File: config.mk
export PLATFORM = sky130hd
export DESIGN_NAME = pkt_sched_timer
export DESIGN_NICKNAME = d
export VERILOG_FILES = /design/src/rtl/pkt_sched_pkg.sv /design/src/rtl/pkt_sched_ch.sv /design/src/rtl/pkt_sched_timer.sv
export SDC_FILE = /design/constraint.sdc
export NUM_CORES = 1
export LEC_CHECK = 0
export BUFFER_PORTS_ARGS = -buffer_cell sky130_fd_sc_hd__buf_2
export CAP_MARGIN = 20
export CELL_PAD_IN_SITES_DETAIL_PLACEMENT = 1
export CELL_PAD_IN_SITES_GLOBAL_PLACEMENT = 1
export CORE_MARGIN = 2
export CORE_UTILIZATION = 45
export DETAILED_ROUTE_END_ITERATION = 8
export PLACE_DENSITY = 0.78
export SYNTH_ARGS = -nofsm -noshare
export SYNTH_HDL_FRONTEND = slang
export SYNTH_HIERARCHICAL = 1
export SYNTH_SLANG_ARGS = --single-unit
export TNS_END_PERCENT = 1
File: constraint.sdc
create_clock -name clk -period 6.5 [get_ports clk]
set_clock_uncertainty 0.15 [all_clocks]
set_input_delay 0.975 -clock clk [delete_from_list [all_inputs] [get_ports clk]]
set_output_delay 0.975 -clock clk [all_outputs]
set_load 0.02 [all_outputs]
File: src/rtl/pkt_sched_pkg.sv
// Shared constants, the per-channel configuration record and the channel-index
// width helper for the packet scheduling timer.
package pkt_sched_pkg;

  localparam int CLK_HZ            = 50_000_000;
  localparam int DEFAULT_PERIOD_1S = 50_000_000;

  // Widest period a configuration record can carry; CNT_W must not exceed it.
  localparam int CFG_PERIOD_W = 32;

  typedef struct packed {
    logic [CFG_PERIOD_W-1:0] period;
    logic                    en;
    logic                    oneshot;
  } ch_cfg_t;

  // Channel index width, never narrower than one bit.
  function automatic int ch_w(input int num_ch);
    return (num_ch <= 1) ? 1 : $clog2(num_ch);
  endfunction

endpackage

File: src/rtl/pkt_sched_ch.sv
// One timer channel: period counter, expiry tick, one-shot disable, pending
// request flag and saturating overrun counter.
module pkt_sched_ch
  import pkt_sched_pkg::*;
#(
  parameter int   CNT_W          = 32,
  parameter int   OVR_W          = 8,
  parameter int   DEFAULT_PERIOD = DEFAULT_PERIOD_1S,
  parameter logic DEFAULT_EN     = 1'b0
) (
  input  logic             clk,
  input  logic             rst,
  input  logic             i_cfg_we,
  input  ch_cfg_t          i_cfg,
  input  logic             i_accept,
  output logic             o_tick,
  output logic             o_pending,
  output logic [OVR_W-1:0] o_ovr
);

  logic [CNT_W-1:0] r_cnt;
  ch_cfg_t          r_cfg;
  logic             r_pending;
  logic [OVR_W-1:0] r_ovr;

  logic [CNT_W-1:0] w_period;
  logic [CNT_W-1:0] w_last;
  logic             w_expire;

  // Periods 0 and 1 share terminal count 0, so both expire every cycle.
  assign w_period = r_cfg.period[CNT_W-1:0];
  assign w_last   = (w_period == '0) ? '0 : w_period - CNT_W'(1);
  // A config write in the same cycle wins over expiry.
  assign w_expire = r_cfg.en && (r_cnt == w_last) && !i_cfg_we;

  assign o_tick    = w_expire;
  assign o_pending = r_pending;
  assign o_ovr     = r_ovr;

  // Counter, config, pending and overrun state update.
  always_ff @(posedge clk) begin
    // NOTE: sequential state uses non-blocking assignments so every register
    // samples pre-edge values regardless of statement order.
    if (rst) begin
      r_cnt          <= '0;
      r_cfg.period   <= CFG_PERIOD_W'(DEFAULT_PERIOD);
      r_cfg.en       <= DEFAULT_EN;
      r_cfg.oneshot  <= 1'b0;
      r_pending      <= 1'b0;
      r_ovr          <= '0;
    end else begin
      if (i_cfg_we) begin
        r_cfg <= i_cfg;
        r_cnt <= '0;
      end else begin
        if (!r_cfg.en || w_expire) r_cnt <= '0;
        else                       r_cnt <= r_cnt + CNT_W'(1);
        if (w_expire && r_cfg.oneshot) r_cfg.en <= 1'b0;
      end

      // Re-expiry in the accept cycle keeps the request alive.
      if (w_expire)      r_pending <= 1'b1;
      else if (i_accept) r_pending <= 1'b0;

      if (i_cfg_we)
        r_ovr <= '0;
      else if (w_expire && r_pending && !i_accept && (r_ovr != '1))
        r_ovr <= r_ovr + OVR_W'(1);
    end
  end

endmodule

File: src/rtl/pkt_sched_timer.sv
// Multi-channel programmable packet trigger: NUM_CH timer channels feeding a
// round-robin valid/ready request port that holds its offer until accepted.
module pkt_sched_timer
  import pkt_sched_pkg::*;
#(
  parameter int                NUM_CH         = 4,
  parameter int                CNT_W          = 32,
  parameter int                OVR_W          = 8,
  parameter int                DEFAULT_PERIOD = DEFAULT_PERIOD_1S,
  parameter logic [NUM_CH-1:0] DEFAULT_EN     = '0,
  localparam int               CH_W           = ch_w(NUM_CH)
) (
  input  logic                    clk,
  input  logic                    rst,
  input  logic                    i_cfg_we,
  input  logic [CH_W-1:0]         i_cfg_ch,
  input  logic [CNT_W-1:0]        i_cfg_period,
  input  logic                    i_cfg_en,
  input  logic                    i_cfg_oneshot,
  output logic [NUM_CH-1:0]       o_tick,
  output logic                    o_req_valid,
  output logic [CH_W-1:0]         o_req_chan,
  input  logic                    i_req_ready,
  output logic [NUM_CH*OVR_W-1:0] o_ovr_cnt
);

  ch_cfg_t           w_cfg;
  logic [NUM_CH-1:0] w_we;
  logic [NUM_CH-1:0] w_pending;
  logic [NUM_CH-1:0] w_accept;
  logic [CH_W-1:0]   w_rr_pick;
  logic [CH_W-1:0]   w_req_chan;
  logic              w_req_valid;

  logic [CH_W-1:0]   r_rr_ptr;
  logic              r_lock;
  logic [CH_W-1:0]   r_lock_ch;

  assign w_cfg = '{period: CFG_PERIOD_W'(i_cfg_period), en: i_cfg_en, oneshot: i_cfg_oneshot};

  for (genvar i = 0; i < NUM_CH; i++) begin : g_ch
    // Out-of-range channel numbers match no decoder and are dropped.
    assign w_we[i]     = i_cfg_we && (i_cfg_ch == CH_W'(i));
    assign w_accept[i] = w_req_valid && i_req_ready && (w_req_chan == CH_W'(i));

    pkt_sched_ch #(
      .CNT_W          (CNT_W),
      .OVR_W          (OVR_W),
      .DEFAULT_PERIOD (DEFAULT_PERIOD),
      .DEFAULT_EN     (DEFAULT_EN[i])
    ) u_ch (
      .clk       (clk),
      .rst       (rst),
      .i_cfg_we  (w_we[i]),
      .i_cfg     (w_cfg),
      .i_accept  (w_accept[i]),
      .o_tick    (o_tick[i]),
      .o_pending (w_pending[i]),
      .o_ovr     (o_ovr_cnt[i*OVR_W +: OVR_W])
    );
  end

  // Round-robin search: first pending channel above rr_ptr, wrapping.
  always_comb begin
    int   idx;
    logic found;
    // NOTE: every variable gets a default before any conditional write, so no
    // path leaves it unassigned and no latch is inferred.
    idx       = 0;
    found     = 1'b0;
    w_rr_pick = '0;
    for (int k = 1; k <= NUM_CH; k++) begin
      idx = int'(r_rr_ptr) + k;
      if (idx >= NUM_CH) idx = idx - NUM_CH;
      if (!found && w_pending[idx]) begin
        found     = 1'b1;
        w_rr_pick = CH_W'(idx);
      end
    end
  end

  assign w_req_valid = |w_pending;
  assign w_req_chan  = !w_req_valid ? '0 : (r_lock ? r_lock_ch : w_rr_pick);
  assign o_req_valid = w_req_valid;
  assign o_req_chan  = w_req_chan;

  // Lock a stalled offer so it cannot switch channel; advance rr_ptr on accept.
  always_ff @(posedge clk) begin
    if (rst) begin
      r_rr_ptr  <= CH_W'(NUM_CH - 1);
      r_lock    <= 1'b0;
      r_lock_ch <= '0;
    end else if (w_req_valid && i_req_ready) begin
      r_rr_ptr <= w_req_chan;
      r_lock   <= 1'b0;
    end else if (w_req_valid && !r_lock) begin
      r_lock    <= 1'b1;
      r_lock_ch <= w_rr_pick;
    end
  end

endmodule

==> metrics.txt <==
Leakage 7.17 nW; synthesized area per cell 7.73 um^2; Slowest-stage cell, CP nand4_1; startpoint types register; first-pass GRT wire length 121000 um; CTS-repair resized insts 0; Clock Pin Slew Worst Setup and Hold Paths 0.06 ns; Pwr Total 0.00455 W; Setup TNS 0 ns; I/O Pins 79; Worst Path Required 5.37 ns; Num CTS Buffers 36; grt ovf 0; initial antenna violation count 0; commonest non-fill, non-tap cells in the layout nor2_1, dfxtp_1, nand2_1, mux2i_1, xnor2_1; hold buffer count at CTS 0; Least-Margin Pin Slew 0.982 ns; setup violators final 0; Global Route Usage Sum 32.5%; die area 0.0472 mm^2; maxcap violations 0; Nets 2654; post-route ant nets 0; layout cells sized above 1 8.75%; Finished Layout Cells 3228; Post-synth ARST share 0%; pre-CTS setup slack 1.15 ns; H-tree level count 2; pin count of the biggest net entering global routing 75; clock buffer depth 3; combinational fraction of design power 10.2%; CP endpoint kind output port; Tightest Hold Check Type reg -> reg; Core ar. 0.0452 mm^2; HPWL Detailed 58900 um; placed insts 3164; post-CTS setup buffer count 0; CP peak stage delay 0.86 ns; XOR/XNOR Fraction of Synth Area 8.55%; Final Hold Vio Count 0; Period minus WS final 5.78 ns; Slew HR 32.8%; FP Rows 78; drt total wl 77900 um; number of fill cells 5563; maximum fanout along the worst path 19; setup ws final 0.724 ns; vias in the first global route 20295; Top FF cell, synth dfxtp_1; routed len/inst 24.1 um; initial core utilization 45.3%; Max Freq 173 MHz; multiplexer area fraction after synthesis 7.50%; most common cell after layout, fill and taps aside nor2_1; ant diodes 0; area grow syn2layout 8.96%; clk root buf clkbuf_16; Netlist Area Pre-Place 0.0205 mm^2; Critical Path AT 4.65 ns; Post-Synth Simple-Gate Area 33.4%; synthesized flop and latch total 305; Synth Area in Adders 0.733%; Seq/Total Area, Yosys 29.8%; drc violations 0; RSZ-0062 raised after global routing false; status finished clean; largest family of logic cells by synthesized area simple AND/OR/NAND/NOR gates; Die H 217 um; Sw Pwr 0.00122 W; maximum VDD drop 0.204 mV; die width 217 um; pwr/cell area 204 mW/mm^2; Vias 20879; crit path cell chain inv_1, ha_1, nor3b_1, nand4_1, or4_1, a32oi_1, and3_1, nand4b_1, nor4_1, and4_1, buf_2; Net Sw Frac 26.8%; EDFF count, synth 0; Setup CP Type reg -> out; TritonRoute pass-1 iters 5; Yosys cell types 78; Slew Viols, Final 0; clock sinks 305; sequential power share 43.3%; Final Core Density 49.4%; Internal Pwr Total 0.00333 W; Synth Warn # 6; Port Buffers 78; syn nets 2702; fin crit share 88.9%; CTS tree done; initial DRC count 1581; via-per-instance ratio 6.47; Skew-Pair Late Insertion Delay 0.57 ns; RePlAce Congestion 0.966; Clock power frac 46.5%; compound-cell area share of the yosys netlist 15.1%; cell count after synthesis 2650
==> power groups by stage <==
stage	Clock [W]	Sequential, W	Combinational (W)
global placement	0	0.00200	0.000442
detailed placement	0	0.00201	0.000452
finish	0.00211	0.00197	0.000462
global route	0.00224	0.00197	0.000497
CTS	0.00217	0.00197	0.000454
floorplan	0	0.00197	0.000316
==> state kept, by name (all words and copies together), names as in the netlist <==
name	cells
r_lock	1
g_ch.u_ch/r_cnt	128
g_ch.u_ch/o_ovr	32
r_rr_ptr	2
g_ch.u_ch/o_pending	4
r_lock_ch	2
g_ch.u_ch/w_period	128
g_ch.u_ch/r_cfg	8
==> path summary, 6_finish.rpt <==
check	cells after the start	slack, ns	start	end
worst max register to register	11	1.05	g_ch[1].u_ch/w_period[0]$_SDFFE_PP0P_	g_ch[1].u_ch/o_ovr[4]$_SDFFE_PP0P_
worst min-delay path	2	0.35	g_ch[0].u_ch/o_ovr[4]$_SDFFE_PP0P_	g_ch[0].u_ch/o_ovr[4]$_SDFFE_PP0P_
worst max-delay path	11	0.72	g_ch[1].u_ch/w_period[0]$_SDFFE_PP0P_	o_tick[1]
worst min register to register	2	0.35	g_ch[0].u_ch/o_ovr[4]$_SDFFE_PP0P_	g_ch[0].u_ch/o_ovr[4]$_SDFFE_PP0P_
==> critical path, delay by kind of cell (launching register included) <==
kind | cells | cell delay, ns
buf+inv | 2 | 0.30
simple gates | 7 | 2.88
compound gates | 1 | 0.32
flops | 1 | 0.35
fa+ha+maj | 1 | 0.21
==> layout make-up <==
type	count	area [um^2]	area share, %
clock inverter	7	95.1	0.426
sequential	305	6110	27.4
tap	600	751	3.36
multi-input combinational	2089	13400	60.1
timing repair buffer	98	543	2.43
inverter	72	270	1.21
clock buffer	57	1130	5.07
==> per-layer routing <==
metal / GRT usage, % / wire [um]
met5: 0 / 0
met2: 51.4 / 35100
met1: 45.3 / 35900
met3: 3.26 / 3850
met4: 12.8 / 3030
==> cell families after synthesis <==
kind of cell               count (synthesis)
muxes                                    153
buffers and inverters                    256
DFF                                      305
adders and majority gates                 12
AOI/OAI and AO/OA                        418
xor gates and xnor gates                 200
and+or+nand+nor                         1306
==> synth_stat cells (18+ instances only) <==
library cell,count,share of area [%]
a211o_1,20,0.86
a211oi_1,18,0.66
a21oi_1,91,2.2
a31oi_1,24,0.73
and2_1,20,0.61
and3_1,37,1.1
buf_1,20,0.37
buf_2,28,0.68
clkbuf_1,136,2.5
dfxtp_1,305,30
inv_1,70,1.3
mux2i_1,149,7.3
nand2_1,188,3.4
nand2b_1,21,0.64
nand3_1,92,2.2
nand4_1,97,3.0
nor2_1,415,7.6
nor2b_1,32,0.98
nor3_1,55,1.3
nor3b_1,21,0.77
nor4_1,93,2.8
o21ai_0,28,0.68
o31ai_1,48,1.8
or2_2,20,0.61
or3_1,69,2.1
or4_1,68,2.5
xnor2_1,136,5.8
xor2_1,64,2.7
==> per-stage QoR <==
stage	hold WS (ns)	cell area [um^2]
2_1_floorplan	0.312	20500
3_3_place_gp	0.318	21100
3_5_place_dp	0.341	21100
4_1_cts	0.351	22300
5_1_grt	0.386	22300
6_report	0.353	22300
No activity file was read; power rests on OpenSTA's default activity.
